[config.mk]
export PLATFORM = sky130hd
export DESIGN_NAME = bsg_link_sdr_credit_tx_flat
export DESIGN_NICKNAME = d
export VERILOG_FILES = /design/src/rtl/bsg_link_sdr_credit_tx_pkg.sv /design/src/rtl/bsg_link_sdr_credit_tx_if.sv /design/src/rtl/bsg_link_sdr_credit_counter.sv /design/src/rtl/bsg_link_sdr_credit_tx.sv /design/src/flat_wrapper.sv
export SDC_FILE = /design/constraint.sdc
export NUM_CORES = 1
export LEC_CHECK = 0
export BUFFER_PORTS_ARGS = -buffer_cell sky130_fd_sc_hd__buf_4
export CORE_UTILIZATION = 45
export CTS_CLUSTER_DIAMETER = 200
export DETAILED_ROUTE_END_ITERATION = 10
export PLACE_DENSITY = 0.82
export SYNTH_ARGS = -nofsm -noshare
export SYNTH_HDL_FRONTEND = slang
export SYNTH_SLANG_ARGS = --single-unit
[constraint.sdc]
create_clock -name clk_i -period 2.6 [get_ports clk_i]
set_input_delay 0.26 -clock clk_i [delete_from_list [all_inputs] [get_ports clk_i]]
set_output_delay 0.26 -clock clk_i [all_outputs]
set_load 0.005 [all_outputs]
[src/rtl/bsg_link_sdr_credit_tx_pkg.sv]
// Chip-level defaults for the SDR link credit transmitter.
// The transmitter and its credit counter import this package and use these
// values as their parameter defaults.
//   width_gp                          link data width
//   lg_fifo_depth_gp                  log2 of far-end receive FIFO depth
//   lg_credit_to_token_decimation_gp  log2 of credits returned per token edge
package bsg_link_sdr_credit_tx_pkg;

    localparam int unsigned width_gp                         = 32;
    localparam int unsigned lg_fifo_depth_gp                 = 3;
    localparam int unsigned lg_credit_to_token_decimation_gp = 0;

endpackage

[src/rtl/bsg_link_sdr_credit_tx_if.sv]
// Valid/ready source handshake into the SDR link credit transmitter.
//   data       word to send
//   v          data valid
//   ready_and  transmitter can accept this cycle (independent of v)
// master: the core-side source; slave: the transmitter.
interface bsg_link_sdr_credit_tx_if #(
    parameter int unsigned width_p = 32
) ();

    logic [width_p-1:0] data;
    logic               v;
    logic               ready_and;

    modport master (output data, output v, input ready_and);
    modport slave  (input data, input v, output ready_and);

endinterface

[src/rtl/bsg_link_sdr_credit_counter.sv]
// Credit bookkeeping for one SDR link lane: token edge detect, saturating
// up/down credit counter, and optional sticky overflow flag.
// Optional feature macro: BSG_LINK_SDR_CREDIT_CHECK_EN (overflow flag,
// simulation error report and credit range assertion).
// Ports:
//   clk_i           clock, rising edge
//   reset_i         synchronous active-high reset
//   token_i         synchronized token level; each rising edge returns credits
//   dec_i           a word is sent this cycle (consumes one credit)
//   credit_count_o  current credits
//   error_o         sticky overflow flag (tied 0 when checking is disabled)
module bsg_link_sdr_credit_counter
    import bsg_link_sdr_credit_tx_pkg::*;
#(
    parameter int unsigned lg_fifo_depth_p                 = lg_fifo_depth_gp,
    parameter int unsigned lg_credit_to_token_decimation_p = lg_credit_to_token_decimation_gp
) (
    input  logic                     clk_i,
    input  logic                     reset_i,
    input  logic                     token_i,
    input  logic                     dec_i,
    output logic [lg_fifo_depth_p:0] credit_count_o,
    output logic                     error_o
);

    localparam int unsigned cnt_w         = lg_fifo_depth_p + 1;
    localparam int unsigned sum_w         = lg_fifo_depth_p + 2;
    localparam int unsigned max_credits   = 1 << lg_fifo_depth_p;
    localparam int unsigned token_credits = 1 << lg_credit_to_token_decimation_p;

    if (lg_credit_to_token_decimation_p > lg_fifo_depth_p) begin : g_bad_decimation
        $error("token decimation %0d exceeds fifo depth log2 %0d",
               lg_credit_to_token_decimation_p, lg_fifo_depth_p);
    end

    logic             token_r;
    logic             token_edge;
    logic [cnt_w-1:0] credits_r;
    logic [sum_w-1:0] sum;
    logic             overflow;

    // One token per rising level change; token_r is cleared by reset so a
    // token held high across reset release still counts once.
    assign token_edge = token_i & ~token_r;

    // Next credit value with one extra bit of headroom to see overflow.
    // dec_i only happens with nonzero credits, so no underflow is possible.
    always_comb begin
        sum = sum_w'(credits_r);
        if (token_edge) begin
            sum = sum + sum_w'(token_credits);
        end
        if (dec_i) begin
            sum = sum - sum_w'(1);
        end
    end

    assign overflow = (sum > sum_w'(max_credits));

    // Credit register and token history.
    always_ff @(posedge clk_i) begin
        if (reset_i) begin
            token_r   <= 1'b0;
            credits_r <= cnt_w'(max_credits);
        end else begin
            token_r   <= token_i;
            credits_r <= overflow ? cnt_w'(max_credits) : sum[cnt_w-1:0];
        end
    end

    assign credit_count_o = credits_r;

`ifdef BSG_LINK_SDR_CREDIT_CHECK_EN
    logic error_r;

    // Sticky overflow flag, cleared only by reset.
    always_ff @(posedge clk_i) begin
        if (reset_i) begin
            error_r <= 1'b0;
        end else if (overflow) begin
            error_r <= 1'b1;
        end
    end

    assign error_o = error_r;

    // Simulation-only reporting of credit overflow and range.
    always @(posedge clk_i) begin
        if (!reset_i) begin
            if (overflow) begin
                $error("credit overflow: credits would reach %0d, max %0d",
                       sum, max_credits);
            end
            assert (credits_r <= cnt_w'(max_credits))
                else $error("credit count %0d above max %0d", credits_r, max_credits);
        end
    end
`else
    assign error_o = 1'b0;
`endif

endmodule

[src/rtl/bsg_link_sdr_credit_tx.sv]
// Core-clock transmitter for one SDR link lane. Accepts words from a
// valid/ready source, drives registered link data/valid, and meters traffic
// with a credit counter replenished by token edges from the receiver.
// Optional feature macro: BSG_LINK_SDR_CREDIT_CHECK_EN (see credit counter).
// Ports:
//   clk_i           clock, rising edge
//   reset_i         synchronous active-high reset
//   src             slave side of the source handshake (data, v, ready_and)
//   token_i         synchronized token level from the receiver
//   link_data_o     registered link data (holds when idle)
//   link_v_o        registered link valid
//   credit_count_o  current credits
//   error_o         sticky credit overflow flag
module bsg_link_sdr_credit_tx
    import bsg_link_sdr_credit_tx_pkg::*;
#(
    parameter int unsigned width_p                         = width_gp,
    parameter int unsigned lg_fifo_depth_p                 = lg_fifo_depth_gp,
    parameter int unsigned lg_credit_to_token_decimation_p = lg_credit_to_token_decimation_gp
) (
    input  logic                           clk_i,
    input  logic                           reset_i,
    bsg_link_sdr_credit_tx_if.slave        src,
    input  logic                           token_i,
    output logic [width_p-1:0]             link_data_o,
    output logic                           link_v_o,
    output logic [lg_fifo_depth_p:0]       credit_count_o,
    output logic                           error_o
);

    logic ready_and;
    logic xfer;

    // Ready uses pre-update credits only; it never looks at v.
    assign ready_and     = (credit_count_o != '0) & ~reset_i;
    assign src.ready_and = ready_and;
    assign xfer          = src.v & ready_and;

    // Link output registers; data holds its last value while idle.
    always_ff @(posedge clk_i) begin
        if (reset_i) begin
            link_v_o    <= 1'b0;
            link_data_o <= '0;
        end else begin
            link_v_o <= xfer;
            if (xfer) begin
                link_data_o <= src.data;
            end
        end
    end

    bsg_link_sdr_credit_counter #(
        .lg_fifo_depth_p                 (lg_fifo_depth_p),
        .lg_credit_to_token_decimation_p (lg_credit_to_token_decimation_p)
    ) u_credit (
        .clk_i          (clk_i),
        .reset_i        (reset_i),
        .token_i        (token_i),
        .dec_i          (xfer),
        .credit_count_o (credit_count_o),
        .error_o        (error_o)
    );

endmodule

[src/flat_wrapper.sv]
// flat-port wrapper written by rule: the top's interface ports become plain ports
module bsg_link_sdr_credit_tx_flat import bsg_link_sdr_credit_tx_pkg::*;
#(
    parameter int unsigned width_p                         = width_gp,
    parameter int unsigned lg_fifo_depth_p                 = lg_fifo_depth_gp,
    parameter int unsigned lg_credit_to_token_decimation_p = lg_credit_to_token_decimation_gp
)
  (clk_i, reset_i, token_i, link_data_o, link_v_o, credit_count_o, error_o, src_data, src_v, src_ready_and);
  bsg_link_sdr_credit_tx_if #(.width_p(width_p)) src_i ();
  input  logic clk_i;
  input  logic reset_i;
  input  logic token_i;
  output logic [width_p-1:0] link_data_o;
  output logic link_v_o;
  output logic [lg_fifo_depth_p:0] credit_count_o;
  output logic error_o;
  input wire logic [$bits(src_i.data)-1:0] src_data;
  input wire logic [$bits(src_i.v)-1:0] src_v;
  output wire logic [$bits(src_i.ready_and)-1:0] src_ready_and;
  assign src_i.data = src_data;
  assign src_i.v = src_v;
  assign src_ready_and = src_i.ready_and;
  bsg_link_sdr_credit_tx #(.width_p(width_p), .lg_fifo_depth_p(lg_fifo_depth_p), .lg_credit_to_token_decimation_p(lg_credit_to_token_decimation_p)) u_core (.clk_i(clk_i), .reset_i(reset_i), .src(src_i), .token_i(token_i), .link_data_o(link_data_o), .link_v_o(link_v_o), .credit_count_o(credit_count_o), .error_o(error_o));
endmodule
* Word level (Yosys, flattened, before mapping)
Index checks and enable logic that the tools add are counted.
** Storage, ports and cells
- Logic and storage cells :: 16
- Flip-flop bits (word level) :: 38
** Cells by class
- Add/sub/neg operators :: 2
- Bitwise gates (word level) :: 5
- Mux-type cells :: 2
- Reductions and logical operators :: 2
- Order comparisons :: 1
** Operator list (number)
- 5-bit two-way mux :: 2
- 4-bit by 1-bit adder with 5-bit output, second input constant :: 1
- 5-bit by 4-bit > comparator with 1-bit output, second input constant :: 1
- 5-bit by 1-bit subtractor with 5-bit output, second input constant :: 1
- 4-bit nonzero test :: 1
- 1-bit bitwise AND :: 3
- 1-bit NOT :: 2
- 2-bit OR reduction :: 1

* Depth between registers and ports, before layout
- Depth in word-level cells :: 7
- Mapped depth :: 9

* By module
From an unflattened synthesis, not the netlist that was laid out.
** Unflattened totals
- Cells, all modules :: 148
- Area total of the unflattened synthesis :: 1853.0 um2
** Modules (own cells, without submodules)
- bsg_link_sdr_credit_tx :: seq. area each 660.6 um2, cells an instance 107, instances 1, area an instance 1441.4 um2
- bsg_link_sdr_credit_counter :: seq. area each 100.1 um2, cells an instance 41, instances 1, area an instance 411.6 um2

* Least setup slack after synthesis
Ideal clock, no wire load.
- Kind :: reg2reg
- Start :: register u_core.u_credit.credits_r[0], in the netlist u_core.u_credit.credit_count_o[0]
- End :: register u_core.u_credit.credits_r[3], in the netlist u_core.u_credit.credit_count_o[3]
- Arrival time :: 1.863 ns
- Period minus slack after synthesis :: 1.980 ns
- Path slack :: 0.620 ns
- Stages on the path, launching flop included :: 10
- Required time :: 2.483 ns
- Cells stage by stage :: dfxtp_1 > inv_1 > ha_1 > mux2i_1 > ha_1 > nand2_1 > or3_1 > nor4_2 > a31oi_1 > nand2b_1
** On the way
- Cells in the longest elaborated chain, start to end :: 6
- Elaborated cells between the ends (all ways) :: 9
** RTL lines
- start, declared :: RTL line bsg_link_sdr_credit_counter.sv:38 : logic [cnt_w-1:0] credits_r;
- start signal, assigned :: RTL line bsg_link_sdr_credit_counter.sv:64 : credits_r <= cnt_w'(max_credits);
- start signal, assigned :: RTL line bsg_link_sdr_credit_counter.sv:67 : credits_r <= overflow ? cnt_w'(max_credits) : sum[cnt_w-1:0];
- 4-bit by 1-bit adder with 5-bit output or 4-bit nonzero test (tied branches) :: RTL line bsg_link_sdr_credit_counter.sv:51, bsg_link_sdr_credit_tx.sv:35
- 5-bit two-way mux or 1-bit bitwise AND (tied branches) :: RTL line bsg_link_sdr_credit_counter.sv:50, bsg_link_sdr_credit_tx.sv:35
- 5-bit by 1-bit subtractor with 5-bit output or 1-bit bitwise AND (tied branches) :: RTL line bsg_link_sdr_credit_counter.sv:54, bsg_link_sdr_credit_tx.sv:37
- 5-bit two-way mux * :: RTL line bsg_link_sdr_credit_counter.sv:53 : if (dec_i) begin
- 5-bit by 4-bit > comparator with 1-bit output :: RTL line bsg_link_sdr_credit_counter.sv:58 : assign overflow = (sum > sum_w'(max_credits));
- 2-bit OR reduction (no source line)
Mark *: on every way between the ends. The rest lies on a longest branch, timed or not.
A chain may end at the register's enable or synchronous reset.

* Worst setup path in the final report
- Start :: register u_core.u_credit.credits_r[0], in the netlist u_core.u_credit.credit_count_o[0]
- End :: register u_core.u_credit.credits_r[0], in the netlist u_core.u_credit.credit_count_o[0]
The elaborated chain is that of the path after synthesis.

==> summary.txt <==
Logic synthesis
  • Synth Area in Adders: 0.0243
  • Sequential area share after synthesis: 0.492
  • Mux cell area share after synthesis: 0.0130
  • Largest cells by area after synthesis: dfxtp_1, nand2_1, o21ai_0, o21ai_1, ha_1
  • Synth Instances: 193
  • Number of flops mapped to enable cells by yosys: 0
  • Count of different cell masters after synthesis: 29
  • Synthesis-stage register bit count: 38
  • Synth Cell Area: 0.00155 sq mm
  • Post-synth ARST share: 0
  • Largest family of logic cells by synthesized area: simple AND/OR/NAND/NOR gates
  • Yosys warning count: 0
  • Synth Area per Inst: 8.01 sq um
  • Yosys top cell by area: dfxtp_1
  • Syn nets: 232
  • Count leader, synth: nand2_1
  • Post-synth top area share: 0.492
  • Compound-gate portion of the synthesized area: 0.132
  • Fraction of the mapped netlist area in simple logic gates: 0.266
  • Ys flop type: dfxtp_1
  • Synth Area in XOR/XNOR: 0.0283
  • Commonest cells in the netlist: nand2_1, dfxtp_1, o21ai_0

Final layout
  • Nets: 303
  • Area added between synthesis and finish: 42.8%
  • Share of layout cells above drive strength 1: 0.328
  • Non-filler instance count after layout: 309
  • Ant diodes: 0
  • Final Util: 0.700

Detailed routing
  • Drt total wl: 3.45 mm
  • Avg WL per Cell: 11.2 microns
  • Vias: 1465
  • DRT iter0 DRCs: 68
  • Detailed Routing Iterations Pass 1: 4
  • Antenna-violating nets left: 0
  • Via density: 4.74
  • DRC: 0

Clocking
  • CTS tree: done
  • H-Tree Depth: 2
  • Worst skew pair latency: 0.33 ns
  • Postcts setup bufs: 0
  • Count of hold-fix buffers inserted at cts: 0
  • CTS Buffer Depth: 2
  • CTS resizes: 0
  • CTS buffer count: 5
  • Num Clock Sinks: 38
  • Clock slew at reported path FFs: 0.12 ns
  • Root Driver: clkbuf_4

Job
  • Total of max-cap violations: 0

Worst setup path
  • Type of origin of the critical path: register
  • Crit path DAT: 2.50 ns
  • Crit path max fanout: 7
  • Crit end category: register
  • Setup CP Type: reg2reg
  • Worst EP required: 2.82 ns

Timing
  • Clock skew: 0.00685 ns
  • Final Hold Fails: 0
  • Worst-Margin Slew: 0.622 ns
  • Unrepaired setup endpoints after global routing: no
  • TNS Setup: 0 ns
  • Tcrit/Tclk final: 0.877
  • Slew HR: 0.585
  • Final setup vio count: 0
  • Pins Over Slew Limit: 0
  • Fin crit period: 2.28 ns
  • Fmax: 439 MHz

Min path
  • Hold Path Class: in2reg

Global route
  • Vias in the first global route: 1209
  • Global-route wire length before repair: 5.04 mm
  • Initial antenna violation count: 0
  • GRT Overall Usage: 0.185
  • GRT overflow: 0
  • Largest net degree at the start of global routing: 56

Outcome
  • Status: complete, no violations

Placed design
  • IO Port Bufs: 73
  • Post-Place Cells: 301
  • Routability cong.: 0.937
  • DP HPWL: 2.54 mm

Power and ir drop
  • Power density over the cells: 614 mW/mm^2
  • Pleak: 0.969 nW
  • Peak supply drop: 0.394 mV

Floorplan
  • IO Count: 75
  • Row count: 20
  • Core ar.: 0.00315 sq mm
  • Initial Utilization: 0.490
  • Chip height: 60.6 microns
  • Die area: 0.00367 sq mm
  • Die W: 60.6 microns
[power by group]
| group | switching [mW] | internal [mW] | leakage [nW] |
|---|---|---|---|
| clock network | 0.187 | 0.199 | 0.0450 |
| logic | 0.132 | 0.163 | 0.610 |
| registers | 0.0368 | 0.638 | 0.314 |
| total | 0.356 | 1.00 | 0.969 |
[critical path, stage by stage (launching register included)]
cell,delay [ns]
dfxtp_1,0.48
inv_1,0.08
ha_1,0.31
mux2i_1,0.20
ha_1,0.17
nand2_1,0.06
nor3_1,0.28
nand4_1,0.12
a31oi_1,0.35
nor3_1,0.11
[cell usage in the layout (no fill, tap or decap), types with 2 or more instances in the layout]
master,instances
dfxtp_1,38
nor2_1,2
clkinv_2,2
o21ai_0,28
nand4_1,3
clkbuf_4,5
nand3b_1,2
or3_1,2
inv_1,3
o21ai_1,8
buf_4,74
xnor2_1,4
nand2_1,68
a21oi_1,2
mux2i_1,2
ha_1,3
nor3_1,4
[final cells by class]
cell class / count / area [sq um]
clock buffer: 5 / 37.5
clock inverter: 3 / 40.0
sequential: 38 / 761
inverter: 3 / 11.3
fill: 280 / 946
tap: 44 / 55.1
timing repair buffer: 75 / 576
multi-input combinational: 141 / 727
[registers in the layout, summed over array words and instances (netlist names)]
register                        cells
u_core.link_v_o                     1
u_core.u_credit.token_r             1
u_core.link_data_o                 32
u_core.u_credit.credit_count_o      4
[path summary, 6_finish.rpt]
kind         cells after the start                                 to                              start  slack [ns]
max                              9  u_core.u_credit.credit_count_o[0]  u_core.u_credit.credit_count_o[0]        0.32
min                              3             u_core.link_data_o[24]                       src_data[24]        0.11
max reg2reg                      9  u_core.u_credit.credit_count_o[0]  u_core.u_credit.credit_count_o[0]        0.32
min reg2reg                      2             u_core.link_data_o[24]             u_core.link_data_o[24]        0.46
[logic make-up after synthesis]
family	Yosys count
compound gates	40
xor+xnor	5
fa+ha+maj	3
buf+inv	14
flops	38
mux	2
other cells	1
simple gates	90
[per-layer routing]
metal | routed length (microns) | vias to the layer above | global-route usage
met5 | 0 | - | 0
met1 | 1520 | 623 | 0.227
met4 | 41 | 0 | 0.0844
met2 | 1560 | 59 | 0.301
li1 | - | 778 | -
met3 | 325 | 5 | 0.0533
[metrics by stage]
step | total power [mW] | worst slack (ns) | instance area [sq um] | hold slack [ns]
6_report | 1.36 | 0.320 | 2210 | 0.109
4_1_cts | 1.37 | 0.338 | 2210 | 0.0951
5_1_grt | 1.44 | 0.152 | 2210 | 0.0940
3_5_place_dp | 0.985 | 0.348 | 2130 | 0.441
3_3_place_gp | 0.976 | 0.477 | 2130 | 0.437
2_1_floorplan | 0.825 | 0.620 | 1550 | 0.332
Note: power is estimated with default switching activity, not from simulation.
